<file path="src/rtl/calendar_date_ctrl.sv">
// -----------------------------------------------------------------------------
// calendar_date_ctrl
// Holds the current calendar day and month. The date advances on a one-per-day
// tick, or on set-mode button increments. A three-state sequencer shares one
// external binary-to-BCD splitter between the day and the month. It latches
// both BCD results for the seven-segment driver.
//
// Optional feature macro: CAL_LEAP_EN
//   defined   : adds a 2-bit year-mod-4 counter. February has 29 days when
//               the counter is 0.
//   undefined : February always has 28 days.
//
// Ports
//   i_clk, i_rst    clock and synchronous active-high reset
//   i_day_tick      pulse: advance the date by one day (ignored while i_set_en)
//   i_set_en        set mode enable
//   i_set_sel       set-mode field select (0 = day, 1 = month)
//   i_inc_btn       pulse: increment the selected field (only while i_set_en)
//   o_dd_out        binary value presented to the splitter
//   i_dd_msb_in     splitter tens digit (combinational from o_dd_out)
//   i_dd_lsb_in     splitter ones digit (combinational from o_dd_out)
//   o_day_bcd       {tens, ones} of the day
//   o_month_bcd     {tens, ones} of the month
//   o_bcd_valid     one-cycle pulse: both BCD outputs are coherent and updated
//   o_busy          a conversion pass is in progress
// -----------------------------------------------------------------------------
module calendar_date_ctrl #(
  parameter logic [4:0] DEFAULT_DAY   = 5'd1,
  parameter logic [3:0] DEFAULT_MONTH = 4'd1
) (
  input  logic       i_clk,
  input  logic       i_rst,
  input  logic       i_day_tick,
  input  logic       i_set_en,
  input  logic       i_set_sel,
  input  logic       i_inc_btn,
  output logic [4:0] o_dd_out,
  input  logic [3:0] i_dd_msb_in,
  input  logic [3:0] i_dd_lsb_in,
  output logic [7:0] o_day_bcd,
  output logic [7:0] o_month_bcd,
  output logic       o_bcd_valid,
  output logic       o_busy
);

  typedef enum logic [1:0] {
    ST_IDLE     = 2'd0,
    ST_CONV_DAY = 2'd1,
    ST_CONV_MON = 2'd2
  } state_t;

  // Returns the last day of a month. The leap flag only affects February.
  function automatic logic [4:0] last_day(input logic [3:0] month, input logic leap);
    case (month)
      4'd4, 4'd6, 4'd9, 4'd11: last_day = 5'd30;
      4'd2:                    last_day = leap ? 5'd29 : 5'd28;
      default:                 last_day = 5'd31;
    endcase
  endfunction

  state_t     r_state;
  state_t     w_state_nxt;
  logic [4:0] r_day;
  logic [3:0] r_month;
  logic       r_dirty;
  logic [4:0] r_dd_out;
  logic [7:0] r_day_bcd;
  logic [7:0] r_month_bcd;
  logic       r_bcd_valid;
  logic       r_busy;

  logic [4:0] w_day_nxt;
  logic [3:0] w_month_nxt;
  logic [3:0] w_month_inc;
  logic [4:0] w_last_cur;
  logic [4:0] w_last_new;
  logic       w_leap;
  logic       w_change;
  logic       w_latch_day;
  logic       w_latch_mon;
  logic       w_clear_dirty;

`ifdef CAL_LEAP_EN
  logic [1:0] r_year_mod4;
  logic       w_year_roll;

  assign w_leap      = (r_year_mod4 == 2'd0);
  // Only the Dec 31 -> Jan 1 day tick rolls the year. Set mode never touches it.
  assign w_year_roll = ~i_set_en & i_day_tick & (r_day >= w_last_cur) & (r_month == 4'd12);

  // Year-mod-4 counter for the February length.
  always_ff @(posedge i_clk) begin
    if (i_rst) begin
      r_year_mod4 <= 2'd0;
    end else if (w_year_roll) begin
      r_year_mod4 <= r_year_mod4 + 2'd1;
    end
  end
`else
  assign w_leap = 1'b0;
`endif

  assign w_month_inc = (r_month == 4'd12) ? 4'd1 : (r_month + 4'd1);
  assign w_last_cur  = last_day(r_month, w_leap);
  assign w_last_new  = last_day(w_month_inc, w_leap);
  // set_en selects the event source. The other source is dropped.
  assign w_change    = i_set_en ? i_inc_btn : i_day_tick;

  // Next date from the tick or the set-mode increment.
  always_comb begin
    w_day_nxt   = r_day;
    w_month_nxt = r_month;
    if (i_set_en) begin
      if (i_inc_btn) begin
        if (i_set_sel) begin
          w_month_nxt = w_month_inc;
          // Clamp the day on the same edge, so an illegal date is never stored.
          if (r_day > w_last_new) begin
            w_day_nxt = w_last_new;
          end else begin
            w_day_nxt = r_day;
          end
        end else if (r_day >= w_last_cur) begin
          w_day_nxt = 5'd1;
        end else begin
          w_day_nxt = r_day + 5'd1;
        end
      end else begin
        w_day_nxt = r_day;
      end
    end else if (i_day_tick) begin
      if (r_day >= w_last_cur) begin
        w_day_nxt   = 5'd1;
        w_month_nxt = w_month_inc;
      end else begin
        w_day_nxt = r_day + 5'd1;
      end
    end else begin
      w_day_nxt = r_day;
    end
  end

  // Date registers.
  always_ff @(posedge i_clk) begin
    if (i_rst) begin
      r_day   <= DEFAULT_DAY;
      r_month <= DEFAULT_MONTH;
    end else begin
      r_day   <= w_day_nxt;
      r_month <= w_month_nxt;
    end
  end

  // Dirty flag. A new change wins over the clear on the same edge.
  always_ff @(posedge i_clk) begin
    if (i_rst) begin
      r_dirty <= 1'b1;
    end else if (w_change) begin
      r_dirty <= 1'b1;
    end else if (w_clear_dirty) begin
      r_dirty <= 1'b0;
    end
  end

  // Sequencer state register.
  always_ff @(posedge i_clk) begin
    if (i_rst) begin
      r_state <= ST_IDLE;
    end else begin
      r_state <= w_state_nxt;
    end
  end

  // Sequencer next-state logic.
  always_comb begin
    w_state_nxt = r_state;
    case (r_state)
      ST_IDLE: begin
        if (r_dirty) begin
          w_state_nxt = ST_CONV_DAY;
        end else begin
          w_state_nxt = ST_IDLE;
        end
      end
      ST_CONV_DAY: w_state_nxt = ST_CONV_MON;
      ST_CONV_MON: w_state_nxt = ST_IDLE;
      default:     w_state_nxt = ST_IDLE;
    endcase
  end

  // Sequencer output decode.
  always_comb begin
    w_latch_day   = 1'b0;
    w_latch_mon   = 1'b0;
    w_clear_dirty = 1'b0;
    case (r_state)
      ST_IDLE:     w_clear_dirty = r_dirty;
      ST_CONV_DAY: w_latch_day   = 1'b1;
      ST_CONV_MON: w_latch_mon   = 1'b1;
      default: begin
        w_latch_day   = 1'b0;
        w_latch_mon   = 1'b0;
        w_clear_dirty = 1'b0;
      end
    endcase
  end

  // Splitter operand and latched BCD results. The operand is loaded on the
  // edge that enters each conversion state. It uses the post-edge date value,
  // so a change on that same edge is converted in the same pass.
  always_ff @(posedge i_clk) begin
    if (i_rst) begin
      r_dd_out    <= 5'd0;
      r_day_bcd   <= 8'd0;
      r_month_bcd <= 8'd0;
      r_bcd_valid <= 1'b0;
      r_busy      <= 1'b0;
    end else begin
      if (w_state_nxt == ST_CONV_DAY) begin
        r_dd_out <= w_day_nxt;
      end else if (w_state_nxt == ST_CONV_MON) begin
        r_dd_out <= {1'b0, w_month_nxt};
      end
      if (w_latch_day) begin
        r_day_bcd <= {i_dd_msb_in, i_dd_lsb_in};
      end
      if (w_latch_mon) begin
        r_month_bcd <= {i_dd_msb_in, i_dd_lsb_in};
      end
      r_bcd_valid <= w_latch_mon;
      r_busy      <= (w_state_nxt != ST_IDLE);
    end
  end

  assign o_dd_out    = r_dd_out;
  assign o_day_bcd   = r_day_bcd;
  assign o_month_bcd = r_month_bcd;
  assign o_bcd_valid = r_bcd_valid;
  assign o_busy      = r_busy;

endmodule

</file>
<file path="config.mk">
export PLATFORM = sky130hd
export DESIGN_NAME = calendar_date_ctrl
export DESIGN_NICKNAME = d
export VERILOG_FILES = /design/src/rtl/calendar_date_ctrl.sv
export SDC_FILE = /design/constraint.sdc
export NUM_CORES = 1
export LEC_CHECK = 0
export CAP_MARGIN = 20
export CORE_MARGIN = 2
export CORE_UTILIZATION = 40
export CTS_BUF_LIST = sky130_fd_sc_hd__clkbuf_8
export DETAILED_ROUTE_END_ITERATION = 8
export GPL_TIMING_DRIVEN = 0
export PLACE_DENSITY = 0.65
export SLEW_MARGIN = 20
export SYNTH_ARGS = -nofsm -noshare
export SYNTH_HDL_FRONTEND = slang
export SYNTH_SLANG_ARGS = --single-unit
</file>
<file path="constraint.sdc">
create_clock -name i_clk -period 6.3 [get_ports i_clk]
set_clock_uncertainty 0.1 [all_clocks]
set_input_delay 1.26 -clock i_clk [delete_from_list [all_inputs] [get_ports i_clk]]
set_output_delay 1.26 -clock i_clk [all_outputs]
set_load 0.01 [all_outputs]
</file>
; Yosys cells after proc, flatten, opt, wreduce, memory -nomap -nowiden
; Cells that the tools add are included.
[totals]
ff_bits = 35
input_bits = 14
out_inout_bits = 23
elab_cells = 56
[op_classes]
muxes = 22
add_sub_neg = 2
order_cmp = 2
n_reduce_logical = 6
n_eq_ne = 15
[ops]
columns = op, count
row1 = two-way mux 5 bit, 8
row2 = two-way mux 4 bit, 6
row3 = "equality test 4 bit, second input constant", 5
row4 = "equality test 4 x 3 -> 1 bit, second input constant", 4
row5 = case mux 2 bit (2 select lines), 3
row6 = "equality test 4 x 2 -> 1 bit, second input constant", 2
row7 = OR reduction 4 bit, 2
row8 = "adder 5 x 1 -> 5 bit, second input constant", 1
row9 = >= comparator 5 bit, 1
row10 = > comparator 5 bit, 1
row11 = two-way mux 1 bit, 5
row12 = "adder 4 x 1 -> 4 bit, second input constant", 1
row13 = "equality test 2 x 1 -> 1 bit, second input constant", 2
row14 = "equality test 2 bit, second input constant", 2
row15 = nonzero test 2 bit, 2
row16 = zero test 2 bit, 1
row17 = OR reduction 2 bit, 1

; Longest topological paths before layout
; Gate-level depths: netlist of the first run.
[logic_depth]
ltp_word = 11
depth_mapped = 12
depth_no_buf = 12

; Worst setup path before layout of the first run
; No wires, ideal clock.
[synth_timing]
kind = reg-to-reg
start = register r_month[0]
end = register r_dd_out[1] (netlist: o_dd_out[1])
setup_time_ps = 120
period_less_slack_ps = 2944
stages_incl_launch_ff = 13
slack_ps = 3356
n_path_buf = 0
arrival_time_ps = 2725
t_required_ps = 6080
path_cell_list = dfxtp_1 -> inv_1 -> ha_1 -> a21oi_1 -> a21oi_1 -> and3_2 -> ha_1 -> or2b_1 -> a221o_1 -> nand4_1 -> o311ai_1 -> o211a_1 -> a211o_1
[synth_between]
elab_chain_cells = 11
word_cells_on_any_way = 32
classes_between = add/sub (1) / order compare (2) / eq/ne (11) / mux (16) / reduce/logical (2)
[synth_lines]
columns = item, line
row1 = start: declaration, 64  ; logic [3:0] r_month;
row2 = start signal: assignment, 150  ; r_month <= w_month_nxt;
row3 = adder 4 x 1 -> 4 bit / equality test 4 bit (equally long branches), 103  ; assign w_month_inc = (r_month == 4'd12) ? 4'd1 : (r_month + 4'd1);
row4 = two-way mux 4 bit, 103
row5 = equality test 4 x 3 -> 1 bit / equality test 4 bit (equally long branches), 54  ; case (month)
row6 = OR reduction 4 bit, 54
row7 = case mux 2 bit (2 select lines), 54
row8 = > comparator 5 bit, 118  ; if (r_day > w_last_new) begin
row9 = two-way mux 5 bit, 118
row10 = two-way mux 5 bit, 115  ; if (i_set_sel) begin
row11 = two-way mux 5 bit, 114  ; if (i_inc_btn) begin
row12 = two-way mux 5 bit, 113  ; if (i_set_en) begin
row13 = two-way mux 5 bit *, 219  ; if (w_state_nxt == ST_CONV_DAY) begin
row14 = end signal: assignment, 220  ; r_dd_out <= w_day_nxt;
row15 = end signal: assignment, 222  ; r_dd_out <= {1'b0, w_month_nxt};
row16 = end: declaration, 66  ; logic [4:0] r_dd_out;
; Mark *: on every way between the ends. The rest lies on a longest branch, timed or not. The select of a mux whose other input is x is not followed.
; A chain may end at the register's enable or synchronous reset.

; Final worst setup path of the first run
; Ends and elaborated chain as after synthesis.

==> results of run 1 <==
==> layout by cell type, fill, tap and decap left out, types with 2 or more instances in the layout <==
cell             count
a211o_1              2
a211oi_1             3
a21oi_1             24
a221o_1              4
and3_1               4
and3_2               2
buf_2                2
clkbuf_1             5
clkbuf_8             7
clkdlybuf4s50_1     36
dfxtp_1             35
ha_1                12
inv_1                9
mux2i_1              4
nand2_1             38
nand2b_1             4
nand3_1              3
nand4_1              2
nor2_1              14
nor2b_1              5
nor3_1               2
nor3b_1              2
o211a_1              2
o21ai_0              3
o21ai_1              2
==> final cells by class <==
type                       count  area, um^2
clock inverter                 1        5.00
fill                         433        2030
buffer                         8        42.5
tap                           52        65.1
multi-input combinational    151         968
timing repair buffer          36         360
inverter                      10        37.5
sequential                    35         701
clock buffer                   6        82.6
==> how the worst max path moves through the flow <==
stage,slack [ns],to,cells after the start
after floorplan,3.36,o_dd_out[1],12
after CTS,3.06,o_dd_out[1],12
final,3.04,o_dd_out[1],12
after global placement,3.09,o_dd_out[1],12
after global routing,2.84,o_dd_out[1],12
after detailed placement,3.08,o_dd_out[1],12
==> metal layers <==
layer / routed length (um) / up-vias / global-route usage [%]
met5: 0 / - / 0
met2: 1770 / 34 / 25.8
li1: - / 798 / -
met1: 1850 / 697 / 23.8
met3: 214 / 8 / 3.90
met4: 52 / 0 / 6.62
==> state kept, by name, summed over array words and instances, names as in the netlist <==
name         count
r_month          4
r_dirty          1
o_month_bcd      8
r_day            5
r_state          2
o_dd_out         5
o_busy           1
o_day_bcd        8
o_bcd_valid      1
==> cells by family (layout without fill, tap and decap cells) <==
| kind of cell | count (synthesis) | count (layout) | synth area share [%] |
|---|---|---|---|
| AO/OA/AOI/OAI | 51 | 51 | 20.5 |
| adder cells (fa/ha/maj) | 12 | 12 | 8.58 |
| buffers and inverters | 18 | 61 | 4.58 |
| flip-flops | 35 | 35 | 40.1 |
| multiplexers | 5 | 5 | 2.93 |
| AND/OR/NAND/NOR | 83 | 83 | 23.4 |
==> per-stage QoR <==
step	power (W)	std cells	hold WS [ns]
after floorplan	0.000322	204	0.353
after global placement	0.000373	292	0.342
after detailed placement	0.000373	292	0.346
after CTS	0.000535	299	0.356
after global routing	0.000561	299	0.374
final	0.000530	299	0.354
==> report_power, final <==
part	switching, W	internal, W
combinational	0.0000623	0.0000572
sequential	0.0000112	0.000237
clock	0.0000763	0.0000857
==> worst min-delay path, stage by stage, from the launching register on <==
cell	delay, ns
dfxtp_1	0.31
nand2_1	0.05
a21oi_1	0.05
==> impl_metrics.py, run 1 <==
metrics = {
    "synthesis": {
        "synth_nets": 230,
        "yosysTopAreaCellShare_pct": 40.1,
        "ys_ff_latch": 35,
        "synth_cell_types": 44,
        "synth_commonest_cells": "38 x nand2_1, 35 x dfxtp_1, 24 x a21oi_1, 14 x nor2_1, 12 x ha_1",
        "synthTopCellsByArea": "dfxtp_1 40%, ha_1 8.6%, nand2_1 8.2%, a21oi_1 6.9%, nor2_1 3.0%",
        "synthArstFlopShare_pct": 0,
        "synthFlopType": "dfxtp_1",
        "ys_seq_area_share_pct": 40.1,
        "yosysMostFrequentCell": "nand2_1",
        "synth_cells": 204,
        "synth_top_area_cell": "dfxtp_1",
        "synth_edf_count": 0,
        "syn_area_um2": 1750,
        "yosysWarnings": 0,
        "syn_area_per_cell_um2": 8.57,
    },
    "clocking": {
        "post_cts_resized": 0,
        "cts_root_buf": "clkbuf_8",
        "hold_buffers": 0,
        "cts_tree": "yes",
        "clk_latency_ns": 0.28,
        "clock-sinks": 35,
        "clkTransAtPathRegs_ns": 0.06,
        "htree_levels": 2,
        "clock_path_buffers": 2,
        "cts_buffers": 5,
        "postCtsSetupBuffers": 0,
    },
    "floorplan": {
        "io_pins": 37,
        "rows": 24,
        "core-area_um2": 4290,
        "die_area_um2": 4920,
        "fp.dieH_um": 70.1,
        "die_w_um": 70.1,
        "initial_core_util_pct": 40.7,
    },
    "critical_path": {
        "end_kind": "flip-flop",
        "critPathMaxFanout": 6,
        "critPathKind": "flip-flop to flip-flop",
        "reg2reg_setup_slack_ns": 3.04,
        "cp-startpoint": "r_month[0]",
        "cp_num_buf_inv": 1,
        "r2r-start": "r_month[0]",
        "r2r_end": "o_dd_out[1]",
        "cp_slowest_cell": "dfxtp_1",
        "worst_ep_arrival_time_ns": 3.34,
        "cp_top_family": "compound AO/OA/AOI/OAI gates",
        "cp-start-kind": "flip-flop",
        "crit_chain": "inv_1 > ha_1 > a21oi_1 > a21oi_1 > and3_2 > ha_1 > or2b_1 > a221o_1 > nand4_1 > o311ai_1 > o211a_1 > a211o_1",
        "critPathRequiredTime_ns": 6.37,
        "cpPeakStageDelay_ns": 0.42,
        "ff2ff_path_depth": 12,
    },
    "timing": {
        "tightestPinTransition_ns": 0.490,
        "period_minus_slack_ns": 3.26,
        "hold_viol": 0,
        "setup_viol": 0,
        "grt_setup_unrepaired": "no",
        "fmax_ghz": 0.306,
        "maxSlewViolCount": 0,
        "final.setup.tns_ns": 0,
        "relSlewSlack_pct": 67.3,
        "setup_ws_ns": 3.04,
        "period_share_pct": 51.8,
    },
    "global_routing": {
        "grt_max_degree": 12,
        "antenna_found_initial": 0,
        "grt_overflow_total": 0,
        "grt_first_pass_wirelength_mm": 6.83,
        "grt_pass1_vias": 1464,
        "grt_usage_pct": 17.1,
    },
    "hold_path": {
        "hold_depth": 2,
        "hold_path.startpoint": "o_month_bcd[1]",
        "min_to": "o_month_bcd[1]",
        "hp-class": "flip-flop to flip-flop",
    },
    "detailed_routing": {
        "dr.first_iter.drc_count": 76,
        "wl_mm": 3.88,
        "detail-route-antenna-nets": 0,
        "viasPerCell": 5.14,
        "dr.pass1.iters": 4,
        "drc_errors": 0,
        "drt-wirelength-per-cell_um": 13.0,
        "vias": 1537,
    },
    "finish": {
        "antennaDiodeCount": 0,
        "utilization_pct": 52.7,
        "final_nets": 273,
        "area_growth_pct": 29.3,
        "drive_gt1_share_pct": 6.88,
        "fin_area_um2": 2260,
    },
    "placement": {
        "dp_hpwl_mm": 2.93,
        "dpl_cell_area_um2": 2170,
        "pre_cts_slack_ns": 3.08,
        "port_buffers": 36,
        "gp_congestion": 0.849,
    },
    "power": {
        "irDropWorstVdd_v": 0.000138,
        "powerDensity_nw_per_um2": 234,
        "p_leak_nw": 0.932,
    },
    "run_status": {
        "run_status": "complete, no violations",
    },
    "run": {
        "drv_cap": 0,
    },
}
(Power assumes the default switching activity.)
==> run 2, diff against run 1 <==
clock period = 3.3 ns   (was 6.3 ns; I/O delays follow)
==> impl_metrics.py, run 2 (synthesized netlist as in run 1, its figures left out) <==
metrics = {
    "critical_path": {
        "cp_slowest_cell": "dfxtp_2",
        "crit_chain": "inv_1 > ha_1 > a21oi_2 > a21oi_1 > and3_2 > ha_1 > or2b_1 > a221o_1 > nand4_1 > o311ai_1 > o211a_1 > a211o_1",
        "worst_ep_arrival_time_ns": 3.16,
        "end_kind": "flip-flop",
        "critPathRequiredTime_ns": 3.37,
        "cp_common_cell": "ha_1",
        "critPathKind": "flip-flop to flip-flop",
        "critPathMaxFanout": 6,
        "cpPeakStageDelay_ns": 0.37,
        "cp_top_family": "compound AO/OA/AOI/OAI gates",
        "cp_num_buf_inv": 1,
        "cp-start-kind": "flip-flop",
    },
    "clocking": {
        "cts_root_buf": "clkbuf_8",
        "clock-sinks": 35,
        "hold_buffers": 0,
        "htree_levels": 2,
        "clkTransAtPathRegs_ns": 0.06,
        "cts_tree": "yes",
        "post_cts_resized": 0,
        "clock_path_buffers": 2,
        "cts_buffers": 5,
        "postCtsSetupBuffers": 0,
        "clk_latency_ns": 0.28,
    },
    "floorplan": {
        "die_w_um": 70.1,
        "rows": 24,
        "io_pins": 37,
        "fp.dieH_um": 70.1,
        "initial_core_util_pct": 40.7,
        "core-area_um2": 4290,
        "die_area_um2": 4920,
    },
    "detailed_routing": {
        "drc_errors": 0,
        "dr.pass1.iters": 5,
        "drt-wirelength-per-cell_um": 13.0,
        "wl_mm": 3.88,
        "dr.first_iter.drc_count": 68,
        "vias": 1544,
        "viasPerCell": 5.16,
        "detail-route-antenna-nets": 0,
    },
    "power": {
        "powerDensity_nw_per_um2": 446,
        "irDropWorstVdd_v": 0.000264,
        "internal_power_w": 0.000726,
        "seqPwrFrac_pct": 46.9,
        "pwr-share-clk_pct": 30.5,
        "switching_share_pct": 28.3,
        "comb_power_share_pct": 22.6,
        "p_total_w": 0.00101,
        "p_leak_nw": 0.932,
        "p_switching_w": 0.000286,
    },
    "finish": {
        "mostFrequentLayoutCells": "38 x nand2_1, 36 x clkdlybuf4s50_1, 33 x dfxtp_1, 23 x a21oi_1, 14 x nor2_1",
        "final.fill_count": 430,
        "antennaDiodeCount": 0,
        "area_growth_pct": 29.7,
        "mostFrequentLayoutCell": "nand2_1",
        "fin_area_um2": 2270,
        "final_nets": 273,
        "drive_gt1_share_pct": 8.10,
    },
    "placement": {
        "gp_congestion": 0.849,
        "dpl_cell_area_um2": 2170,
        "port_buffers": 36,
        "dp_hpwl_mm": 2.93,
        "pre_cts_slack_ns": 0.0750,
    },
    "global_routing": {
        "grt_overflow_total": 0,
        "grt_pass1_vias": 1464,
        "antenna_found_initial": 0,
        "grt_usage_pct": 17.1,
        "grt_first_pass_wirelength_mm": 6.83,
        "grt_max_degree": 12,
    },
    "run_status": {
        "run_status": "complete, no violations",
    },
    "timing": {
        "tightestPinTransition_ns": 0.478,
        "relSlewSlack_pct": 68.1,
        "hold_viol": 0,
        "fmax_ghz": 0.324,
        "setup_viol": 0,
        "maxSlewViolCount": 0,
        "setup_ws_ns": 0.214,
        "final.setup.tns_ns": 0,
        "period_share_pct": 93.5,
        "grt_setup_unrepaired": "no",
        "period_minus_slack_ns": 3.09,
    },
    "hold_path": {
        "hp-class": "flip-flop to flip-flop",
    },
    "run": {
        "drv_cap": 0,
    },
}
==> run 2: metrics by stage <==
step	util, %	std cells	hold slack (ns)
6_report	52.8	299	0.354
5_1_grt	52.8	299	0.374
3_3_place_gp	50.6	292	0.342
3_5_place_dp	50.6	292	0.346
4_1_cts	52.7	299	0.356
2_1_floorplan	-	204	0.353
==> run 2: path summary, 6_finish.rpt <==
check	from	cells after the start	slack (ns)	to
setup / recovery	r_month[0]	12	0.21	o_dd_out[1]
hold / removal	o_month_bcd[1]	2	0.35	o_month_bcd[1]
setup reg to reg	r_month[0]	12	0.21	o_dd_out[1]
hold reg to reg	o_month_bcd[1]	2	0.35	o_month_bcd[1]
==> run 2: per-layer routing <==
| metal | vias up | routed length, um | track usage (%) |
|---|---|---|---|
| met5 | - | 0 | 0 |
| met4 | 0 | 38 | 6.62 |
| met3 | 6 | 221 | 3.90 |
| met2 | 36 | 1770 | 25.8 |
| met1 | 704 | 1850 | 23.8 |
| li1 | 798 | - | - |
==> run 2: power groups by stage <==
stage / logic [W] / registers (W) / clock network [W]
floorplan: 0.000125 / 0.000490 / 0
global placement: 0.000229 / 0.000484 / 0
detailed placement: 0.000228 / 0.000484 / 0
CTS: 0.000231 / 0.000475 / 0.000317
global route: 0.000259 / 0.000479 / 0.000333
finish: 0.000228 / 0.000475 / 0.000309
==> run 2: area by class of cell <==
type,instances,area (um^2),share of cell area [%]
Timing Repair Buffer,36,360,15.9
Multi-Input combinational cell,151,972,42.9
Inverter,10,37.5,1.65
Sequential cell,35,703,31.0
Tap cell,52,65.1,2.87
Buffer,8,42.5,1.88
Clock buffer,6,82.6,3.64
Clock inverter,1,5.00,0.221
==> run 2: worst min-delay path: cells and delay by family, from the launching register on <==
| kind | cells | cell delay [ns] |
|---|---|---|
| flops | 1 | 0.31 |
| simple gates | 1 | 0.05 |
| compound gates | 1 | 0.05 |
==> run 3, diff against run 2 <==
HOLD_SLACK_MARGIN = 0.03   (was not set)
==> results of run 3 <==
Same layout as run 2: the final DEF is identical, and so are final timing and power.
